`src/rtl/stopwatch_ctrl.sv`:
```
`default_nettype none
// ============================================================================
// Module      : stopwatch_ctrl
// Description : Debounces the start/stop, lap and clear buttons and runs the
//               stopwatch state machine. Keeps a 4-digit BCD time count
//               that advances once every CLK_DIV clocks while running.
// Revision    : 1.0  initial release
// ============================================================================
module stopwatch_ctrl #(
    parameter int CLK_DIV         = 120000,
    parameter int DEBOUNCE_CYCLES = 240000
) (
    input  logic        CLK,
    input  logic        RST,
    input  logic        btn_start_stop,
    input  logic        btn_lap,
    input  logic        btn_clear,
    output logic [15:0] display_value,
    output logic        running,
    output logic        lap_active,
    output logic        wrap
);

    localparam int             PW        = $clog2(CLK_DIV);
    localparam logic [PW-1:0]  PRESC_MAX = PW'(CLK_DIV - 1);
    localparam int             DW        = (DEBOUNCE_CYCLES > 1) ? $clog2(DEBOUNCE_CYCLES) : 1;
    localparam logic [DW-1:0]  DB_MAX    = DW'(DEBOUNCE_CYCLES - 1);

    typedef enum logic [1:0] {
        S_IDLE   = 2'd0,
        S_RUN    = 2'd1,
        S_LAP    = 2'd2,
        S_PAUSED = 2'd3
    } state_t;

    state_t        state;
    logic [15:0]   count;
    logic [15:0]   lap_hold;
    logic [PW-1:0] presc;
    logic [1:0]    flush;
    logic          flushed;
    logic [2:0]    btn_raw;
    logic [2:0]    press;
    logic          ev_start;
    logic          ev_lap;
    logic          ev_clear;
    logic          run_phase;
    logic          tick;

    // Button index: 0 = start/stop, 1 = lap, 2 = clear
    assign btn_raw = {btn_clear, btn_lap, btn_start_stop};

    // The synchroniser output is only meaningful two edges after reset; this
    // lets each button learn whether it was already held when reset released.
    always_ff @(posedge CLK or posedge RST) begin
        if (RST) begin
            flush <= 2'd0;
        end else if (flush != 2'd2) begin
            flush <= flush + 2'd1;
        end
    end

    assign flushed = (flush == 2'd2);

    for (genvar i = 0; i < 3; i++) begin : g_deb
        logic          s1;
        logic          s2;
        logic          level;
        logic          level_d;
        logic          armed;
        logic [DW-1:0] cnt;

        // Synchronise, debounce, and arm the press detector once the button is seen released
        always_ff @(posedge CLK or posedge RST) begin
            if (RST) begin
                s1      <= 1'b0;
                s2      <= 1'b0;
                level   <= 1'b0;
                level_d <= 1'b0;
                armed   <= 1'b0;
                cnt     <= '0;
            end else begin
                s1      <= btn_raw[i];
                s2      <= s1;
                level_d <= level;
                if (flushed && !s2) begin
                    armed <= 1'b1;
                end
                if (s2 == level) begin
                    cnt <= '0;
                end else if (cnt == DB_MAX) begin
                    level <= ~level;
                    cnt   <= '0;
                end else begin
                    cnt <= cnt + DW'(1);
                end
            end
        end

        // A held-through-reset button never arms until released, so it cannot fire
        assign press[i] = level & ~level_d & armed;
    end

    // Priority clear > start > lap; losers in the same cycle are dropped
    assign ev_clear  = press[2];
    assign ev_start  = press[0] & ~press[2];
    assign ev_lap    = press[1] & ~press[0] & ~press[2];

    assign run_phase = (state == S_RUN) || (state == S_LAP);
    assign tick      = run_phase && (presc == PRESC_MAX);

    function automatic logic [15:0] bcd_inc(input logic [15:0] v);
        logic [15:0] r;
        logic        carry;
        r     = v;
        carry = 1'b1;
        for (int d = 0; d < 4; d++) begin
            if (carry) begin
                if (v[d*4 +: 4] == 4'd9) begin
                    r[d*4 +: 4] = 4'd0;
                end else begin
                    r[d*4 +: 4] = v[d*4 +: 4] + 4'd1;
                    carry       = 1'b0;
                end
            end
        end
        return r;
    endfunction

    // Prescaler, BCD time count and the rollover pulse
    always_ff @(posedge CLK or posedge RST) begin
        if (RST) begin
            presc <= '0;
            count <= 16'h0000;
            wrap  <= 1'b0;
        end else begin
            wrap <= tick && (count == 16'h9999);
            if ((state == S_PAUSED) && ev_clear) begin
                presc <= '0;
                count <= 16'h0000;
            end else if ((state == S_IDLE) && ev_start) begin
                presc <= '0;
            end else if (run_phase) begin
                presc <= tick ? '0 : presc + PW'(1);
                if (tick) begin
                    count <= bcd_inc(count);
                end
            end
        end
    end

    // Control state machine with registered status outputs
    always_ff @(posedge CLK or posedge RST) begin
        if (RST) begin
            state      <= S_IDLE;
            running    <= 1'b0;
            lap_active <= 1'b0;
            lap_hold   <= 16'h0000;
        end else begin
            case (state)
                S_IDLE: begin
                    if (ev_start) begin
                        state   <= S_RUN;
                        running <= 1'b1;
                    end
                end
                S_RUN: begin
                    if (ev_start) begin
                        state   <= S_PAUSED;
                        running <= 1'b0;
                    end else if (ev_lap) begin
                        state      <= S_LAP;
                        lap_active <= 1'b1;
                        lap_hold   <= count;
                    end
                end
                S_LAP: begin
                    if (ev_lap) begin
                        state      <= S_RUN;
                        lap_active <= 1'b0;
                    end else if (ev_start) begin
                        state      <= S_PAUSED;
                        running    <= 1'b0;
                        lap_active <= 1'b0;
                    end
                end
                S_PAUSED: begin
                    if (ev_clear) begin
                        state    <= S_IDLE;
                        lap_hold <= 16'h0000;
                    end else if (ev_start) begin
                        state   <= S_RUN;
                        running <= 1'b1;
                    end
                end
                default: begin
                    state      <= S_IDLE;
                    running    <= 1'b0;
                    lap_active <= 1'b0;
                end
            endcase
        end
    end

    assign display_value = lap_active ? lap_hold : count;

endmodule
`default_nettype wire

```
`config.mk`:
```
export PLATFORM = sky130hd
export DESIGN_NAME = stopwatch_ctrl
export DESIGN_NICKNAME = d
export VERILOG_FILES = /design/src/rtl/stopwatch_ctrl.sv
export SDC_FILE = /design/constraint.sdc
export NUM_CORES = 1
export LEC_CHECK = 0
export CAP_MARGIN = 25
export CELL_PAD_IN_SITES_DETAIL_PLACEMENT = 2
export CELL_PAD_IN_SITES_GLOBAL_PLACEMENT = 2
export CORE_MARGIN = 1
export CORE_UTILIZATION = 35
export DETAILED_ROUTE_END_ITERATION = 7
export PLACE_DENSITY = 0.82
export SYNTH_ARGS = -nofsm -noshare
export SYNTH_HDL_FRONTEND = slang
export SYNTH_SLANG_ARGS = --single-unit
```
`constraint.sdc`:
```
create_clock -name CLK -period 5.2 [get_ports CLK]
set_input_delay 0.78 -clock CLK [delete_from_list [all_inputs] [get_ports CLK]]
set_output_delay 0.78 -clock CLK [all_outputs]
set_load 0.1 [all_outputs]
```
==> impl_results.md, run 1 <==
- Power density of the placed cells: about 310 nW/um^2
- Number of cells after detailed placement: between 800 and 900
- Hold slack final: approximately 350 ps
- Max Transition Viols Final: 0
- Biggest area contributors in the synthesized netlist: sky130_fd_sc_hd__dfrtp_1 (50%), sky130_fd_sc_hd__xor2_1 (4.9%), sky130_fd_sc_hd__nor2_1 (4.8%), sky130_fd_sc_hd__nand2_1 (4.6%), sky130_fd_sc_hd__xnor2_1 (3.9%)
- Post-route minimum period: roughly 3500 ps
- Switching power as a share of total power: 0.209
- Post-synthesis instance area: ~6200 sq um
- Flip-flop cell with the highest count after synthesis: sky130_fd_sc_hd__dfrtp_1
- Number of distinct library cells after synthesis: 57
- Ant. Diodes: 0
- Number of buffers on the longest clock path: 2
- Placement Cell Area: ~6700 sq um
- Fraction of the mapped netlist area in adder cells: 0.0342
- Main combinational cell family by area after synthesis: simple AND/OR/NAND/NOR gates
- Post-CTS Repair Setup Buffers: 0
- Top cell type by total area after synthesis: sky130_fd_sc_hd__dfrtp_1
- CTS sink cnt: roughly 130
- Critical Path, Cell by Cell: mux2_2, clkdlybuf4s50_1
- Detailed-route DRC error count: 0
- Kind of cell adding the most delay to the critical path: buffers and inverters
- Routability congestion estimate: 0.802
- # IOs: 24
- Area added between synthesis and finish: 17.5%
- Total internal power: 1.81 mW
- DIE HEIGHT: 135 um
- Total nets after synthesis: about 650
- Worst hold path type: flop to flop
- Die width: 135 um
- Finished Cell Area: 7310 sq um
- Portion of synthesized cell area occupied by the leading cell type: 0.503
- Setup violators final: 0
- Wire length of the first global-routing pass: between 20000 and 30000 um
- Critical path fanouts, max: 22
- Num rows: 48
- Post-layout util: 0.423
- Initial antenna violation count: 0
- Endpoints failing hold: 0
- Max Cap Viol: 0
- Buffer type at the clock tree root: sky130_fd_sc_hd__clkbuf_16
- Total routing usage reported by global routing: 0.201
- Placeable core region: approximately 17000 sq um
- Number of vias in the routed layout: 4782
- Number of warnings printed during yosys synthesis: 0
- Initial core utilization: 0.360
- Final global-route overflow total: 0
- Nets: just under 700
- Static power due to leakage: approximately 3.2 nW
- CP startpoint kind: flop
- Die area: about 18000 sq um
- Sequential Power Share: 0.431
- Fraction of the cycle the final worst path needs: 0.673
- Cell with the largest stage delay on the worst path: sky130_fd_sc_hd__clkdlybuf4s50_1
- Post-synth EDFFs: 0
- Seq cells post-synth: ~130
- Kind of end point of the critical path: primary output
- Clock transition time at the flip-flop clock pins of the worst setup and hold paths: roughly 60 ps
- Async set or reset register ratio after synthesis: 1.00
- Final clock skew: ~7.0 ps
- Final cell count without fillers: 894
- HPWL after DPL: about 11000 um
- Hold_buf cts: 0
- Achievable frequency: 286 MHz
- Max-Slew Margin vs Limit: 0.332
- Xor and xnor fraction of the mapped netlist area: 0.0887
- Number of levels the H-tree was split into: 4
- Switching pwr: roughly 0.48 mW
- Power share of the combinational group: 0.019
- RSZ-0062 raised after global routing: false
- Status: finished clean
- Total detailed-routing wirelength: 16800 um
- Clk_lat worst skew: between 400 and 500 ps
- Total power: 2.29 mW
- Delay of the slowest cell on the worst path: around 1100 ps
- Mean area per synthesized cell: 9.89 sq um
- Critical path buffers and inverters: 1
- Highest ir drop seen on vdd: 222 uV
- Req. time, crit path: 4420 ps
- Drt wl/cell: approximately 19 um
- Footprint of the flip-flops and latches: 3130 sq um
- Final antenna-violating net count: 0
- Share of final-layout standard cells stronger than drive strength 1: 0.102
- Via count of the first global-routing pass: ~5500
- Total area of multi-input combinational cells: 2930 sq um
- Share of cell area taken by muxes after synthesis: 0.0320
- Clock tree from TritonCTS: built
- Initial DRC Count: 130
- Count of instances resized after the clock tree is built: 0
- Via density per instance: around 5.3
- Setup TNS after final layout: 0 ps
- Place WS: ~2100 ps
- Final worst setup slack: between 1500 and 2000 ps
- Pin count of the biggest net entering global routing: 60
- Arr. time, crit path: about 2700 ps
- Type of the worst setup path: flop to primary output
- Number of fill cells: 1821
- Worst Tran Pin Value: 999 ps
- Post-synthesis compound-gate area fraction: 0.0774
- Count of buffers from port buffering: 23
- TritonCTS Buffers: 17
- TritonRoute pass-1 iters: 4
- Fraction of the yosys area taken by sequential cells: 0.503
- Clock network fraction of design power: 0.550
- Basic-gate share of the synthesized area counting and, or, nand and nor cells: 0.239
- Number of cells produced by synthesis: around 630
[cell families after synthesis]
logic type,after synthesis
compound gates,76
xor+xnor,63
fa+ha+maj,17
buf+inv,40
flops,125
mux,18
simple gates,290
[Yosys cell counts (all sizes together), types with 8 or more instances]
cell	n
a21oi	10
and3	14
and4	8
clkbuf	14
dfrtp	125
ha	17
inv	22
mux2	15
nand2	79
nand3	25
nand3b	11
nand4	20
nor2	81
nor3	15
o21ai	37
xnor2	28
xor2	35
[layer usage]
metal	vias to the layer above	track usage	wire length, um
met3	26	0.0329	303
met2	53	0.375	9160
met5	-	0	0
li1	2225	-	-
met1	2478	0.224	6950
met4	0	0.0836	391
[power by group through the flow]
stage | Sequential (mW) | Clock [mW] | Combinational [mW]
after CTS | 0.989 | 1.28 | 0.0467
after detailed placement | 1.01 | 0 | 0.0454
after global placement | 1.00 | 0 | 0.0430
after global routing | 0.989 | 1.32 | 0.0519
after floorplan | 1.00 | 0 | 0.0307
final | 0.989 | 1.26 | 0.0437
[layout make-up]
type / instances / area share
flip-flops and latches: 125 / 0.428
clock buffers: 20 / 0.0625
clock inverters: 12 / 0.0229
inverters: 22 / 0.0116
well taps: 225 / 0.0385
repair buffers: 26 / 0.0356
multi-input cells: 464 / 0.401
[worst paths after layout]
check	slack, ps	cells past startpoint	startpoint	end
hold reg to reg	350	0	g_deb[2].s1	g_deb[2].s2
hold / removal	350	0	g_deb[2].s1	g_deb[2].s2
max in group asynchronous	3260	3	RST	g_deb[1].cnt[14]
min in group asynchronous	850	2	RST	g_deb[2].s2
setup / recovery	1700	2	lap_active	display_value[7]
setup reg to reg	2110	7	state[0]	count[15]
[layout by cell type, fill, tap and decap left out, drive strengths merged, types with 3 or more instances in the layout]
| cell type | count |
|---|---|
| dfrtp | 125 |
| or2 | 7 |
| o31ai | 5 |
| a21o | 3 |
| clkdlybuf4s50 | 23 |
| nand3b | 11 |
| o41ai | 3 |
| xnor2 | 28 |
| nor2 | 81 |
| buf | 3 |
| nand2 | 79 |
| and4 | 8 |
| or3 | 4 |
| mux2 | 15 |
| mux2i | 3 |
| a21oi | 10 |
| and3 | 14 |
| ha | 17 |
| nand3 | 25 |
| nand2b | 4 |
| clkinv | 5 |
| nand4 | 20 |
| clkinvlp | 3 |
| nand4b | 3 |
| bufinv | 4 |
| nor4 | 5 |
| nor3 | 15 |
| xor2 | 35 |
| clkbuf | 20 |
| o21ai | 37 |
| inv | 22 |
| a31oi | 4 |
| and3b | 5 |
[state kept, by name, indices dropped and copies added (netlist names), 3 cells and up]
| name | cells |
|---|---|
| g_deb.cnt | 54 |
| presc | 17 |
| count | 16 |
| lap_hold | 16 |
| g_deb.armed | 3 |
| g_deb.level | 3 |
| g_deb.level_d | 3 |
| g_deb.s1 | 3 |
| g_deb.s2 | 3 |
(Power assumes the default switching activity.)
==> run 2, diff against run 1 <==
--- a/config.mk
+++ b/config.mk
@@ -11,7 +11,7 @@
 export CORE_MARGIN = 1
 export CORE_UTILIZATION = 35
 export DETAILED_ROUTE_END_ITERATION = 7
-export PLACE_DENSITY = 0.82
+export PLACE_DENSITY = 0.85
 export SYNTH_ARGS = -nofsm -noshare
 export SYNTH_HDL_FRONTEND = slang
 export SYNTH_SLANG_ARGS = --single-unit
==> constraint.sdc (replaced) <==
create_clock -name CLK -period 3.2 [get_ports CLK]
set_input_delay 0.48 -clock CLK [delete_from_list [all_inputs] [get_ports CLK]]
set_output_delay 0.48 -clock CLK [all_outputs]
set_load 0.1 [all_outputs]
==> run 2 against run 1 <==
First-iteration DRC count grew 64%. Clock power is 48% higher. Clock-buffer cell count grew 5. Cell area down 0.86%. Sequential share of layout area rose by 0.37 points.
==> impl_results.md, run 2 (synthesized netlist as in run 1, its figures left out) <==
- Status: finished clean
- Max Cap Viol: 0 (unchanged)
- Count of instances resized after the clock tree is built: 0 (unchanged)
- Hold Path Depth: 0 (unchanged)
- Placeable core region: 17300 sq um (unchanged)
- Commonest non-fill, non-tap cells in the layout: sky130_fd_sc_hd__dfrtp_1 (125), sky130_fd_sc_hd__nor2_1 (79), sky130_fd_sc_hd__nand2_1 (76), sky130_fd_sc_hd__xor2_1 (35), sky130_fd_sc_hd__xnor2_1 (28)
- TritonCTS Buffers: 17 (unchanged)
- Post-route minimum period: 2720 ps
- Initial antenna violation count: 0 (unchanged)
- Type of the worst setup path: flop to flop
- Min-Delay Startpoint: g_deb[2].s1
- Pin count of the biggest net entering global routing: 39 (-35%)
- Total power: 3.55 mW (+55%)
- Highest ir drop seen on vdd: 395 uV (+78%)
- Kind of end point of the critical path: flop
- Most common library cell in the layout ignoring fill and taps: sky130_fd_sc_hd__dfrtp_1
- Clock transition time at the flip-flop clock pins of the worst setup and hold paths: 60 ps (about the same)
- Hold_buf cts: 0 (unchanged)
- # IOs: 24 (unchanged)
- Nets: 683 (+0.74%)
- Worst-case hold path end point: g_deb[2].s2
- Final global-route overflow total: 0 (unchanged)
- Area added between synthesis and finish: 16.5%
- Kind of cell adding the most delay to the critical path: simple AND/OR/NAND/NOR gates
- Critical path buffers and inverters: 1 (unchanged)
- Clk_lat worst skew: 430 ps (about the same)
- Worst Tran Pin Value: 975 ps (-23.5 ps)
- Num rows: 48 (unchanged)
- RSZ-0062 raised after global routing: false
- CTS sink cnt: 125 (unchanged)
- Static power due to leakage: 3.19 nW (+1.1%)
- Count of buffers from port buffering: 23 (unchanged)
- Reg2Reg Capture Point: count[15]
- Max Transition Viols Final: 0 (unchanged)
- Setup slack on the worst flop-to-flop path: 480 ps (-1630 ps)
- Drt wl/cell: 19.1 um (+1.5%)
- Post-CTS Repair Setup Buffers: 0 (unchanged)
- Number of levels the H-tree was split into: 4 (unchanged)
- Crit path launch: state[1]
- TritonRoute pass-1 iters: 4 (unchanged)
- DIE HEIGHT: 135 um (unchanged)
- Biggest regs: g_deb.cnt x54, presc x17
- Reg-to-reg startpoint: state[1]
- Worst hold path type: flop to flop
- Req. time, crit path: 3540 ps (-880 ps)
- Die area: 18300 sq um (unchanged)
- Number of fill cells: 1865 (+2.4%)
- Wire length of the first global-routing pass: 29100 um (+2.3%)
- Setup violators final: 0 (unchanged)
- Critical path fanouts, max: 16 (-27%)
- CP startpoint kind: flop
- Power density of the placed cells: 490 nW/um^2 (+56%)
- Final antenna-violating net count: 0 (unchanged)
- Initial DRC Count: 213 (+64%)
- Achievable frequency: roughly 370 MHz
- Via count of the first global-routing pass: 5608 (+2.2%)
- Initial core utilization: 0.360 (unchanged)
- Hold slack final: 349 ps (+0.199 ps)
- Arr. time, crit path: 3060 ps (+340 ps)
- Delay of the slowest cell on the worst path: 560 ps (-570 ps)
- Critical Path, Cell by Cell: inv_1, ha_1, nand4_1, nor4_4, nand4_2, or3_1, a21oi_1
- Share of final-layout standard cells stronger than drive strength 1: 0.128 (+0.0260)
- Routability congestion estimate: 0.834 (+3.9%)
- Detailed-route DRC error count: 0 (unchanged)
- Number of vias in the routed layout: 4829 (+0.98%)
- Max-Slew Margin vs Limit: 0.348 (+0.0157)
- Fraction of the cycle the final worst path needs: 0.850
- Buffer type at the clock tree root: sky130_fd_sc_hd__clkbuf_16
- Total routing usage reported by global routing: 0.208 (+0.00697)
- Die width: 135 um (unchanged)
- Final clock skew: 8.35 ps (+1.39 ps)
- Register with the most flip-flops: g_deb.cnt
- Number of buffers on the longest clock path: 2 (unchanged)
- Endpoints failing hold: 0 (unchanged)
- HPWL after DPL: 11900 um (+3.5%)
- Via density per instance: 5.37 (+0.42%)
- Cell with the largest stage delay on the worst path: sky130_fd_sc_hd__ha_1
- Total detailed-routing wirelength: 17200 um (+2.1%)
- Clock tree from TritonCTS: built
- Worst Reg-to-Reg Cells: 7 (unchanged)
- Flip-flop count of the largest register after layout: 54 (unchanged)
- Ant. Diodes: 0 (unchanged)
run 2: worst max-delay path by stage:
stage	to	slack [ps]	depth (start not counted)
2_1_floorplan	display_value[13]	-480	2
4_1_cts	count[15]	450	7
3_5_place_dp	presc[4]	500	8
5_1_grt	count[15]	280	7
3_3_place_gp	count[8]	640	8
6_report	count[15]	480	7
run 2: layer usage:
layer,GRT usage,part of all wire,wire (um),vias up
met5,0,0,0,-
met4,0.0768,0.018,307,0
met3,0.0490,0.028,480,29
met2,0.382,0.55,9400,69
met1,0.231,0.41,6970,2488
li1,-,-,-,2243
run 2: where the power goes:
| group | leakage [nW] | internal, mW | total, mW | switching [mW] |
|---|---|---|---|---|
| logic | 1.21 | 0.0209 | 0.0765 | 0.0557 |
| clock network | 0.275 | 1.18 | 1.87 | 0.688 |
| registers | 1.70 | 1.60 | 1.61 | 0.0116 |
| total | 3.19 | 2.80 | 3.55 | 0.755 |
run 2: stage by stage:
step | cell area [sq um] | util | setup TNS (ps) | cells | setup slack (ps)
final | 7250 | 0.419 | 0 | 899 | 479
after floorplan | 6220 | - | -1910 | 629 | -478
after global placement | 6680 | 0.386 | 0 | 867 | 636
after detailed placement | 6680 | 0.386 | 0 | 867 | 504
after CTS | 7250 | 0.419 | 0 | 899 | 451
after global routing | 7250 | 0.419 | 0 | 899 | 281
run 2: area by class of cell:
type / instances / area (sq um) / area share
clock inverters: 7 / 87.6 / 0.0121
flip-flops and latches: 125 / 3130 / 0.432
clock buffers: 25 / 475 / 0.0656
well taps: 225 / 282 / 0.0388
repair buffers: 31 / 258 / 0.0356
inverters: 22 / 86.3 / 0.0119
multi-input cells: 464 / 2930 / 0.404
run 2: worst reg2reg max path: cells and delay by family (launching register included):
family / cells / cell delay (ps)
AND/OR/NAND/NOR: 4 / 1400
AO/OA/AOI/OAI: 1 / 190
flip-flops: 1 / 400
buffers and inverters: 1 / 80
adder cells (fa/ha/maj): 1 / 560
